File: src/rtl/alarm_pkg.sv
// Shared types and helpers for the alarm bank.
//   alarm_state_t : per-slot FSM state encoding
//   bcd_hhmm_t    : {h1,h0,m1,m0} BCD time word
//   cnt_width()   : counter width for a modulus, never below 1 bit
package alarm_pkg;

    localparam int unsigned MAX_SLOTS = 16;

    typedef enum logic [1:0] {
        IDLE    = 2'd0,
        RINGING = 2'd1,
        SNOOZED = 2'd2,
        DONE    = 2'd3
    } alarm_state_t;

    typedef logic [15:0] bcd_hhmm_t;

    // Bits needed to hold 0..n-1, with a floor of one bit.
    function automatic int unsigned cnt_width(input int unsigned n);
        return (n > 1) ? $clog2(n) : 1;
    endfunction

endpackage

File: src/rtl/alarm_slot.sv
// One alarm slot: time/enable registers, state machine, ring/snooze counters.
// Ports:
//   clk, reset            clock, synchronous active-high reset
//   sec_tick              1 Hz strobe; cur_time valid this cycle
//   cur_time              current {h1,h0,m1,m0}
//   alarm_en              global enable
//   stop_alarm, snooze    command pulses shared by all slots
//   cfg_wr                write strobe already decoded for this slot
//   cfg_time, cfg_slot_en values written on cfg_wr
//   ringing               slot is in RINGING
//   snoozed               slot is in SNOOZED
module alarm_slot
    import alarm_pkg::*;
#(
    parameter int unsigned SNOOZE_SEC = 300,
    parameter int unsigned MAX_SNOOZE = 3,
    parameter int unsigned RING_SEC   = 60
) (
    input  logic      clk,
    input  logic      reset,
    input  logic      sec_tick,
    input  bcd_hhmm_t cur_time,
    input  logic      alarm_en,
    input  logic      stop_alarm,
    input  logic      snooze,
    input  logic      cfg_wr,
    input  bcd_hhmm_t cfg_time,
    input  logic      cfg_slot_en,
    output logic      ringing,
    output logic      snoozed
);

    localparam int unsigned RW = cnt_width(RING_SEC);
    localparam int unsigned WW = cnt_width(SNOOZE_SEC);
    localparam int unsigned SW = cnt_width(MAX_SNOOZE + 1);

    localparam logic [RW-1:0] RING_LOAD = RW'(RING_SEC - 1);
    localparam logic [WW-1:0] WAIT_LOAD = WW'(SNOOZE_SEC - 1);
    localparam logic [SW-1:0] SNZ_MAX   = SW'(MAX_SNOOZE);

    alarm_state_t  r_state;
    bcd_hhmm_t     r_time;
    logic          r_en;
    logic [RW-1:0] r_ring_cnt;
    logic [WW-1:0] r_wait_cnt;
    logic [SW-1:0] r_snz_cnt;

    logic          w_match;

    // Seconds are not part of the compare; only HH:MM equality matters.
    assign w_match = (cur_time == r_time);

    // Slot FSM; branch order encodes cfg > !alarm_en > stop > snooze > tick.
    always_ff @(posedge clk) begin
        if (reset) begin
            r_state    <= IDLE;
            r_time     <= '0;
            r_en       <= 1'b0;
            r_ring_cnt <= '0;
            r_wait_cnt <= '0;
            r_snz_cnt  <= '0;
        end else if (cfg_wr) begin
            r_state    <= IDLE;
            r_time     <= cfg_time;
            r_en       <= cfg_slot_en;
            r_ring_cnt <= '0;
            r_wait_cnt <= '0;
            r_snz_cnt  <= '0;
        end else begin
            case (r_state)
                IDLE: begin
                    if (sec_tick && w_match && r_en && alarm_en) begin
                        r_state    <= RINGING;
                        r_ring_cnt <= RING_LOAD;
                        r_snz_cnt  <= '0;
                    end
                end
                RINGING: begin
                    if (!alarm_en || stop_alarm) begin
                        r_state <= DONE;
                    end else if (snooze) begin
                        // Snooze budget spent: the press acts as stop.
                        if (r_snz_cnt < SNZ_MAX) begin
                            r_state    <= SNOOZED;
                            r_wait_cnt <= WAIT_LOAD;
                            r_snz_cnt  <= r_snz_cnt + SW'(1);
                        end else begin
                            r_state <= DONE;
                        end
                    end else if (sec_tick) begin
                        if (r_ring_cnt == '0) begin
                            r_state <= DONE;
                        end else begin
                            r_ring_cnt <= r_ring_cnt - RW'(1);
                        end
                    end
                end
                SNOOZED: begin
                    if (!alarm_en || stop_alarm) begin
                        r_state <= DONE;
                    end else if (sec_tick) begin
                        if (r_wait_cnt == '0) begin
                            r_state    <= RINGING;
                            r_ring_cnt <= RING_LOAD;
                        end else begin
                            r_wait_cnt <= r_wait_cnt - WW'(1);
                        end
                    end
                end
                DONE: begin
                    // Hold until the alarm minute has passed to avoid retrigger.
                    if (sec_tick && !w_match) begin
                        r_state <= IDLE;
                    end
                end
                default: r_state <= IDLE;
            endcase
        end
    end

    assign ringing = (r_state == RINGING);
    assign snoozed = (r_state == SNOOZED);

endmodule

File: src/rtl/alarm_bank.sv
// Bank of NUM_ALARMS independent HH:MM alarm slots with snooze and auto-stop.
// Ports:
//   clk, reset                         clock, synchronous active-high reset
//   sec_tick                           1 Hz strobe from the time-of-day counter
//   hour1..sec0                        current BCD digits (seconds unused)
//   alarm_en, stop_alarm, snooze       global enable and command pulses
//   cfg_we, cfg_idx, cfg_time,
//   cfg_slot_en                        slot configuration write
//   ring_vec                           per-slot ringing flags
//   alarm_out                          any slot ringing
//   ring_idx                           lowest ringing slot, 0 when none
//   snoozed_any                        any slot snoozed
module alarm_bank
    import alarm_pkg::*;
#(
    parameter int unsigned NUM_ALARMS = 4,
    parameter int unsigned SNOOZE_SEC = 300,
    parameter int unsigned MAX_SNOOZE = 3,
    parameter int unsigned RING_SEC   = 60
) (
    input  logic                  clk,
    input  logic                  reset,
    input  logic                  sec_tick,
    input  logic [3:0]            hour1,
    input  logic [3:0]            hour0,
    input  logic [3:0]            min1,
    input  logic [3:0]            min0,
    input  logic [3:0]            sec1,
    input  logic [3:0]            sec0,
    input  logic                  alarm_en,
    input  logic                  stop_alarm,
    input  logic                  snooze,
    input  logic                  cfg_we,
    input  logic [cnt_width(NUM_ALARMS)-1:0] cfg_idx,
    input  logic [15:0]           cfg_time,
    input  logic                  cfg_slot_en,
    output logic [NUM_ALARMS-1:0] ring_vec,
    output logic                  alarm_out,
    output logic [cnt_width(NUM_ALARMS)-1:0] ring_idx,
    output logic                  snoozed_any
);

    localparam int unsigned IW = cnt_width(NUM_ALARMS);

    bcd_hhmm_t             w_cur_time;
    logic [NUM_ALARMS-1:0] w_cfg_wr;
    logic [NUM_ALARMS-1:0] w_snoozed;
    logic                  w_unused_sec;

    assign w_cur_time   = {hour1, hour0, min1, min0};
    assign w_unused_sec = ^{sec1, sec0};

    // Out-of-range cfg_idx matches no slot, so the write is dropped.
    for (genvar g = 0; g < int'(NUM_ALARMS); g++) begin : g_slot
        assign w_cfg_wr[g] = cfg_we && (cfg_idx == IW'(g));

        alarm_slot #(
            .SNOOZE_SEC (SNOOZE_SEC),
            .MAX_SNOOZE (MAX_SNOOZE),
            .RING_SEC   (RING_SEC)
        ) u_slot (
            .clk         (clk),
            .reset       (reset),
            .sec_tick    (sec_tick),
            .cur_time    (w_cur_time),
            .alarm_en    (alarm_en),
            .stop_alarm  (stop_alarm),
            .snooze      (snooze),
            .cfg_wr      (w_cfg_wr[g]),
            .cfg_time    (cfg_time),
            .cfg_slot_en (cfg_slot_en),
            .ringing     (ring_vec[g]),
            .snoozed     (w_snoozed[g])
        );
    end

    assign alarm_out   = |ring_vec;
    assign snoozed_any = |w_snoozed;

    // Lowest-index priority encoder: scan high to low so the lowest wins.
    always_comb begin
        ring_idx = '0;
        for (int i = int'(NUM_ALARMS) - 1; i >= 0; i--) begin
            if (ring_vec[i]) begin
                ring_idx = IW'(i);
            end
        end
    end

endmodule

File: config.mk
export PLATFORM = sky130hd
export DESIGN_NAME = alarm_bank
export DESIGN_NICKNAME = d
export VERILOG_FILES = /design/src/rtl/alarm_pkg.sv /design/src/rtl/alarm_slot.sv /design/src/rtl/alarm_bank.sv
export SDC_FILE = /design/constraint.sdc
export NUM_CORES = 1
export LEC_CHECK = 0
export ABC_AREA = 1
export ABC_CLOCK_PERIOD_IN_PS = 2500
export CORE_MARGIN = 5
export CORE_UTILIZATION = 28
export CTS_BUF_LIST = sky130_fd_sc_hd__clkbuf_4 sky130_fd_sc_hd__clkbuf_8 sky130_fd_sc_hd__clkbuf_16
export DETAILED_ROUTE_END_ITERATION = 12
export PLACE_DENSITY = 0.51
export SYNTH_ARGS = -nofsm -noshare
export SYNTH_HDL_FRONTEND = slang
export SYNTH_SLANG_ARGS = --single-unit
File: constraint.sdc
create_clock -name clk -period 2.5 [get_ports clk]
set_clock_uncertainty 0.15 [all_clocks]
set_input_delay 0.5 -clock clk [delete_from_list [all_inputs] [get_ports clk]]
set_output_delay 0.5 -clock clk [all_outputs]
set_load 0.005 [all_outputs]
Word level (Yosys, flattened, before mapping)
Index checks and enable logic that the tools add are counted.
{ "totals": {"register_bits": 144, "input_bits": 50, "out_inout_bits": 8, "elab_cells": 328} }
{ "op_classes": {"n_addsub": 12, "n_lt_le_gt_ge": 4, "n_eq_ne": 83, "muxes": 132, "reduce_logical": 73} }
{ "op_table": {"columns": ["operator", "n"], "rows": [
  ["$mux W9", 24],
  ["$mux W6", 32],
  ["$mux W2", 56],
  ["$ne A2 B2 Y1 const B", 40],
  ["$pmux W6 S3", 4],
  ["$pmux W9 S2", 4],
  ["$eq A16 B16 Y1", 4],
  ["$logic_not A9 Y1", 4],
  ["$reduce_and A9 Y1", 4],
  ["$sub A9 B1 Y9 const B", 4],
  ["$ne A4 B4 Y1 const B", 8],
  ["$pmux W2 S4", 4],
  ["$reduce_and A7 Y1", 4],
  ["$logic_not A6 Y1", 4],
  ["$ne A3 B3 Y1 const B", 8],
  ["$reduce_and A6 Y1", 4],
  ["$sub A6 B1 Y6 const B", 4],
  ["$eq A2 B2 Y1 const B", 10],
  ["$logic_and A1 B1 Y1", 20],
  ["$reduce_and A5 Y1", 4],
  ["$ne A2 B1 Y1 const B", 8],
  ["$pmux W2 S2", 4],
  ["$reduce_bool A2 Y1", 8],
  ["$reduce_bool A3 Y1", 4],
  ["9 further kinds", 34]
]} }

Logic depth before layout (Yosys ltp)
Gate-level depths: netlist of the first run.
{ "logic_depth": {"word_depth": 6, "depth_mapped": 14, "ltp_nobuf": 13} }

Modules after synthesis
Synthesis of the first run repeated with hierarchy kept, for this count alone.
{ "unflattened": {"hier_cells": 1396, "area_unflattened_um2": 8805.9} }
{ "modules_own_cells": {"columns": ["mod", "n_inst", "cells_each", "area_per_inst_um2", "seq_area_each_um2"], "rows": [
  ["alarm_slot at g_slot[1].u_slot ...", 2, 350, 2223.4, 720.7],
  ["alarm_slot at g_slot[0].u_slot", 1, 339, 2145.8, 720.7],
  ["alarm_slot at g_slot[3].u_slot", 1, 339, 2133.3, 720.7],
  ["alarm_bank", 1, 18, 80.1, 0.0]
]} }

Least setup slack after synthesis of the first run
No wires, ideal clock.
{ "synth_timing": {"path_kind": "input to register", "startpoint": "input port min1[3]", "endpoint": "register g_slot[0].u_slot.r_ring_cnt[0]", "setup_ns": 0.116, "arrival_ns": 1.644, "t_required_ns": 2.234, "setup_slack_ns": 0.590, "stages": 9, "n_path_buf": 1, "path_cell_list": "clkbuf_1 > xnor2_1 > nand4_1 > nor2_1 > nand3_1 > nand2_1 > nand2_1 > o21ai_0 > nor2_1"} }
{ "synth_between": {"elab_chain_cells": 6} }
{ "synth_rtl": {"columns": ["item", "line_no", "source"], "rows": [
  ["start, declared", "alarm_bank.sv:26", "input logic [3:0] min1,"],
  ["$eq A16 B16 Y1", "alarm_slot.sv:51", "assign w_match = (cur_time == r_time);"],
  ["$logic_and A1 B1 Y1 (3 in a row)", "alarm_slot.sv:72", "if (sec_tick && w_match && r_en && alarm_en) begin"],
  ["$ne A2 B1 Y1 (no source line)", null, null],
  ["$reduce_and A9 Y1 (no source line)", null, null],
  ["end signal, assigned", "alarm_slot.sv:94", "r_ring_cnt <= r_ring_cnt - RW'(1);"],
  ["end, declared", "alarm_slot.sv:44", "logic [RW-1:0] r_ring_cnt;"]
]} }
No other way between the ends.
A chain may end at the register's enable or synchronous reset.

Final worst setup path of the first run
{ "layout_timing": {"startpoint": "register g_slot[3].u_slot.r_state[0]", "endpoint": "output port ring_vec[3]"} }
{ "layout_between": {"elab_chain_cells": 1} }
{ "layout_rtl": {"columns": ["item", "line_no", "source"], "rows": [
  ["start, declared", "alarm_slot.sv:41", "alarm_state_t r_state;"],
  ["start signal, assigned", "alarm_slot.sv:56", "r_state <= IDLE;"],
  ["start signal, assigned", "alarm_slot.sv:63", "r_state <= IDLE;"],
  ["start signal, assigned", "alarm_slot.sv:73", "r_state <= RINGING;"],
  ["$eq A2 B1 Y1", "alarm_slot.sv:121", "assign ringing = (r_state == RINGING);"],
  ["end, declared", "alarm_bank.sv:37", "output logic [NUM_ALARMS-1:0] ring_vec,"]
]} }
No other way between the ends.

==> impl_metrics.py, run 1 <==
metrics = {
    "sta": {
        "rsz0062_at_grt": "false",
        "worst_slack_ns": 0.1001,
        "min_period_ns": 2.400,
        "relSlewSlack": 0.4980,
        "finalSetupViolations": 0,
        "fmax_mhz": 416.7,
        "finalMaxSlewViolations": 0,
        "hold_viol": 0,
        "worst_slew_pin_slew_ns": 0.7522,
        "finalCritPeriodShare": 0.9600,
        "fin_setup_tns_ns": 0,
    },
    "grt": {
        "first_global_vias": 7088,
        "antenna_found_initial": 1,
        "grt-ovfl-total": 0,
        "gr-usage-all-layers": 0.1365,
        "grt_pass1_wl_um": 35380,
        "grt_max_degree": 51,
    },
    "critical_path": {
        "setup.worst_path.start_class": "flip-flop",
        "worstPathRequired_ns": 1.85,
        "crit_path_max_fanout": 9,
        "path_class": "reg2out",
        "cp.arrival_ns": 1.75,
        "cp-end-kind": "primary output",
    },
    "drt": {
        "wire_per_inst_um": 12.44,
        "ant_nets": 0,
        "viasPerCell": 4.420,
        "drt-total-wl_um": 20960,
        "drc": 0,
        "first_iter_violations": 433,
        "num_vias": 7448,
        "first_pass_iters": 5,
    },
    "finish": {
        "nNetsFinal": 1363,
        "post-route-util": 0.3557,
        "drive_gt1_frac": 0.1179,
        "fillers": 2990,
        "final_design_area_no_fill_um2": 9965,
        "syn2layout_area_growth_pct": 24.53,
    },
    "place": {
        "dp_hpwl_um": 15540,
        "io_buffer_count": 49,
        "placed_area_um2": 9294,
        "dp_slack_ns": -0.1885,
        "gp_congestion": 0.8757,
    },
    "synth": {
        "ys_ff_latch": 144,
        "synth_warnings": 0,
        "ys.flop_type": "dfxtp_1",
        "synth_area_per_cell_um2": 6.713,
        "synthArstFlopShare": 0,
        "synth.distinct_cells": 47,
        "synth-edff-count": 0,
        "synthCells": 1192,
        "synth_area_um2": 8001,
        "synth_seq_area_share": 0.3603,
        "syn_nets": 1262,
    },
    "floorplan": {
        "start_util": 0.2857,
        "die_y_um": 179.0,
        "io_pins": 58,
        "die_x_um": 179.0,
        "die_area_um2": 32060,
        "core_area_um2": 28010,
        "rows": 61,
    },
    "pwr": {
        "power.density_nw_per_um2": 1012,
        "peakVddDrop_v": 0.0004526,
        "leakage_nw": 4.459,
    },
    "clock_network": {
        "hold_buffers": 0,
        "cts-root-buf": "clkbuf_16",
        "cts.clk_slew.worst_paths_ns": 0.06,
        "cts_tree": "built",
        "clock_latency_ns": 0.43,
        "clk_path_buf_depth": 2,
        "cts_buffers": 17,
        "cts.sinks": 144,
        "htree_levels": 4,
    },
    "run_status": {
        "status": "finished, final reports clean",
    },
    "min_path": {
        "hold_class": "reg2reg",
    },
    "flow_run": {
        "max-cap-violations": 0,
    },
}
==> critical path, stage by stage, from the launching register on <==
cell             delay (ns)
dfxtp_4                0.38
inv_2                  0.07
nor2_4                 0.12
buf_4                  0.20
clkdlybuf4s50_1        0.54
==> per-stage QoR <==
stage | hold slack, ns | std cells | power, W
3_5_place_dp | 0.2996 | 1651 | 0.007315
6_report | 0.3080 | 1685 | 0.01008
3_3_place_gp | 0.2912 | 1651 | 0.007299
4_1_cts | 0.3102 | 1683 | 0.01015
5_1_grt | 0.3200 | 1685 | 0.01094
2_1_floorplan | 0.2800 | 1192 | 0.005905
==> registers in the layout (all words and copies together), names as in the netlist <==
signal	cells
g_slot.u_slot.r_state	8
g_slot.u_slot.r_snz_cnt	8
g_slot.u_slot.r_en	4
g_slot.u_slot.r_ring_cnt	24
g_slot.u_slot.r_time	64
g_slot.u_slot.r_wait_cnt	36
==> logic make-up (layout without fill, tap and decap cells) <==
family	count (synthesis)	in the layout	share of synthesized area
other cells	0	1	0
fa+ha+maj	20	20	0.03127
buf+inv	154	268	0.07584
flops	144	144	0.3603
xor+xnor	71	71	0.07772
simple gates	591	591	0.3115
compound gates	212	212	0.1434
==> what timing repair did <==
| item | 4_1_cts | 5_1_grt |
|---|---|---|
| setup endpoints to repair | 6 | 2 |
| resized for setup | 18 | 2 |
| pin swaps | 0 | 1 |
| setup buffers | 0 | 1 |
==> metal layers <==
layer,GRT usage,share of wire,vias up
met4,0.04541,0.016,0
met2,0.2198,0.46,106
li1,-,-,4023
met3,0.02383,0.030,21
met1,0.1851,0.50,3298
met5,0,0,-
==> synthesized netlist by cell type, types with 2 or more instances <==
cell type / instances / area, µm²
nand2_2: 4 / 25.02
a21oi_2: 2 / 17.52
nand2_4: 2 / 22.52
a31oi_1: 4 / 25.02
nor4_1: 2 / 12.51
buf_2: 3 / 15.01
o211ai_1: 2 / 15.01
o21ai_1: 10 / 50.05
nand3_1: 57 / 285.3
o31ai_1: 5 / 37.54
clkinv_1: 4 / 15.01
nor3_1: 8 / 40.04
or2_2: 6 / 37.54
nor2_4: 4 / 45.04
nand3b_1: 2 / 15.01
xnor2_1: 13 / 113.9
nor2_1: 238 / 893.4
clkbuf_1: 20 / 75.07
nand2_1: 239 / 897.1
inv_1: 108 / 405.4
nor2_2: 6 / 37.54
xor2_1: 58 / 508.0
a21oi_1: 82 / 410.4
ha_1: 20 / 250.2
nand4_1: 16 / 100.1
dfxtp_1: 144 / 2883
nor3_2: 2 / 20.02
inv_2: 11 / 41.29
buf_4: 5 / 37.54
o21ai_0: 98 / 490.5
==> layout make-up <==
class,count,area (µm²),area share
multi-input cells,894,4537,0.4553
flip-flops and latches,144,2892,0.2902
repair buffers,112,959.7,0.09631
well taps,378,473.0,0.04746
inverters,124,470.5,0.04721
clock buffers,18,439.2,0.04407
clock inverters,14,191.4,0.01921
diodes,1,2.502,0.0002511
==> final timing paths <==
check,startpoint,to,slack (ns),cells past startpoint
setup / recovery,g_slot[3].u_slot.r_state[0],ring_vec[3],0.10,4
hold / removal,g_slot[3].u_slot.r_wait_cnt[0],g_slot[3].u_slot.r_wait_cnt[0],0.31,1
setup reg to reg,g_slot[0].u_slot.r_state[0],g_slot[0].u_slot.r_ring_cnt[0],0.52,10
hold reg to reg,g_slot[3].u_slot.r_wait_cnt[0],g_slot[3].u_slot.r_wait_cnt[0],0.31,1
==> cells in the final DEF, fill, tap and decap left out, drive strengths merged, types with 2 or more instances in the layout <==
cell,instances
a211oi,2
a21boi,2
a21oi,84
a31oi,4
buf,63
bufinv,3
clkbuf,18
clkdlybuf4s50,46
clkinv,6
dfxtp,144
dlygate4sd2,3
ha,20
inv,128
nand2,245
nand3,57
nand3b,2
nand4,16
nor2,249
nor3,10
nor4,2
o211ai,2
o21ai,108
o21bai,2
o31ai,5
or2,7
xnor2,13
xor2,58
==> report_power, final <==
group          switching [W]  leakage (nW)  internal [W]
clock                0.00113         0.310       0.00164
combinational        0.00250          2.97       0.00181
sequential          0.000332          1.18       0.00268
No activity file was read; power rests on OpenSTA's default activity.
==> run 2: changes to the inputs <==
--- a/config.mk
+++ b/config.mk
@@ -14,2 +14,3 @@
 export PLACE_DENSITY = 0.51
+export SETUP_SLACK_MARGIN = 0.4
 export SYNTH_ARGS = -nofsm -noshare
==> constraint.sdc (replaced) <==
create_clock -name clk -period 2.5 [get_ports clk]
set_clock_uncertainty 0.15 [all_clocks]
set_input_delay 0.25 -clock clk [delete_from_list [all_inputs] [get_ports clk]]
set_output_delay 0.25 -clock clk [all_outputs]
set_load 0.005 [all_outputs]
==> run 2 against run 1 <==
Clock power is essentially flat. Critical path depth unchanged. Final cell count fell by 1.2%. Sequential share of layout area is 0.29 points higher. Combinational power shrank 0.9%. Sequential cell count did not move. First-iteration DRC count is 16% lower. Largest cell class unchanged.
==> impl_metrics.py, run 2 (synthesized netlist as in run 1, its figures left out) <==
metrics = {
    "finish": {
        "reg_top3": "g_slot.u_slot.r_time (64), g_slot.u_slot.r_wait_cnt (36), g_slot.u_slot.r_ring_cnt (24)",
        "final_common_cell": "nand2_1",
        "syn2layout_area_growth_pct": 23.66,
        "post-route-util": 0.3532,
        "fin_cells": 1665,
        "largest_reg_flops": 64,
        "nNetsFinal": 1344,
        "layout_common_cells": "nand2_1 (236), nor2_1 (233), dfxtp_1 (136)",
        "largest_register": "g_slot.u_slot.r_time",
        "n_antenna_cell": 0,
        "fillers": 3040,
        "drive_gt1_frac": 0.1150,
    },
    "clock_network": {
        "htree_levels": 4,
        "cts_buffers": 17,
        "hold_buffers": 0,
        "cts-root-buf": "clkbuf_16",
        "cts.sinks": 144,
        "clk_path_buf_depth": 2,
        "clock_latency_ns": 0.43,
        "cts_tree": "built",
        "cts.clk_slew.worst_paths_ns": 0.06,
    },
    "min_path": {
        "hold_class": "reg2reg",
        "min_to": "g_slot[3].u_slot.r_wait_cnt[0]",
        "holdCritStartpoint": "g_slot[3].u_slot.r_wait_cnt[0]",
        "holdPathStages": 1,
    },
    "flow_run": {
        "max-cap-violations": 0,
    },
    "floorplan": {
        "die_x_um": 179.0,
        "start_util": 0.2857,
        "die_area_um2": 32060,
        "rows": 61,
        "die_y_um": 179.0,
        "io_pins": 58,
        "core_area_um2": 28010,
    },
    "sta": {
        "hold_viol": 0,
        "finalSetupViolations": 0,
        "finalMaxSlewViolations": 0,
        "min_period_ns": 2.017,
        "fin_setup_tns_ns": 0,
        "worst_slack_ns": 0.4831,
        "worst_slew_pin_slew_ns": 0.6464,
        "rsz0062_at_grt": "true",
        "fmax_mhz": 495.8,
        "finalCritPeriodShare": 0.8068,
        "relSlewSlack": 0.5686,
    },
    "critical_path": {
        "crit_path_max_fanout": 5,
        "setup.worst_path.start_class": "flip-flop",
        "cp.arrival_ns": 1.62,
        "cp-end-kind": "primary output",
        "r2r-end": "g_slot[3].u_slot.r_wait_cnt[2]",
        "worstPathRequired_ns": 2.10,
        "path_class": "reg2out",
        "rr_worst_depth": 13,
        "startpoint": "g_slot[0].u_slot.r_state[0]",
        "rrSetupSlack_ns": 0.52,
        "reg2reg_from": "g_slot[3].u_slot.r_state[0]",
    },
    "place": {
        "io_buffer_count": 49,
        "gp_congestion": 0.8582,
        "dp_slack_ns": -0.1264,
        "dp_hpwl_um": 15540,
        "dp.cells": 1625,
    },
    "grt": {
        "grt_max_degree": 45,
        "first_global_vias": 7211,
        "grt_pass1_wl_um": 35870,
        "gr-usage-all-layers": 0.1392,
        "grt-ovfl-total": 0,
        "antenna_found_initial": 0,
    },
    "drt": {
        "viasPerCell": 4.466,
        "drt-total-wl_um": 21200,
        "num_vias": 7436,
        "drc": 0,
        "first_pass_iters": 5,
        "first_iter_violations": 365,
        "ant_nets": 0,
        "wire_per_inst_um": 12.73,
    },
    "pwr": {
        "finalPower_w": 0.01007,
        "leakage_nw": 4.438,
        "peakVddDrop_v": 0.0004464,
        "power.density_nw_per_um2": 1018,
    },
    "run_status": {
        "status": "finished, final reports clean",
    },
}
run 2: cell types whose count changed in the layout (fill, tap and decap cells not counted), sizes merged:
cell           change
buf               -18
bufinv             +1
clkbuf             +1
clkdlybuf4s15      +1
clkdlybuf4s50     -10
clkinv             +1
clkinvlp           +2
diode              -1
dlymetal6s2s       +7
inv                -4
run 2: per-stage QoR:
stage                     hold slack (ns)  cell area, µm²
after floorplan                    0.2349            8001
after global placement             0.2916            9099
after detailed placement           0.2994            9099
after CTS                          0.3082            9821
after global routing               0.3328            9894
final                              0.3046            9894
run 2: how the worst max path moves through the flow:
stage | slack (ns) | end | cells past startpoint
after floorplan | 0.71 | g_slot[2].u_slot.r_ring_cnt[2] | 10
after global placement | -0.08 | g_slot[2].u_slot.r_wait_cnt[1] | 6
after detailed placement | -0.13 | g_slot[2].u_slot.r_wait_cnt[1] | 5
after CTS | 0.42 | ring_idx[1] | 7
after global routing | 0.39 | g_slot[3].u_slot.r_wait_cnt[2] | 13
final | 0.48 | ring_vec[0] | 4
run 2: worst max-delay path: stages (launching register included):
cell	delay [ns]
dfxtp_2	0.37
inv_2	0.07
nor2_4	0.13
buf_6	0.13
clkdlybuf4s50_1	0.50
run 2: per-layer routing:
layer / vias up / track usage / share of wire
met5: - / 0 / 0
met1: 3355 / 0.1871 / 0.50
li1: 3979 / - / -
met2: 78 / 0.2252 / 0.46
met3: 24 / 0.02531 / 0.028
met4: 0 / 0.04669 / 0.018
run 2: repair_timing:
action | 4_1_cts | 5_1_grt
setup endpoints to repair | 9 | 44
cloned | 0 | 0
pin swaps | 3 | 4
resized for setup | 28 | 27
setup buffers | 5 | 3
run 2: cell type report:
class | count | area [µm²] | share of cell area
Multi-Input combinational cell | 894 | 4572 | 0.4621
Tap cell | 378 | 473.0 | 0.04780
Sequential cell | 144 | 2900 | 0.2931
Timing Repair Buffer | 93 | 839.6 | 0.08485
Clock inverter | 14 | 203.9 | 0.02061
Inverter | 124 | 473.0 | 0.04780
Clock buffer | 18 | 432.9 | 0.04375
run 2: report_power, final:
part           internal [W]  switching [W]  total (W)  leakage [nW]
Combinational       0.00175        0.00252    0.00427          2.96
Clock               0.00170        0.00108    0.00278         0.302
Sequential          0.00269       0.000331    0.00302          1.18
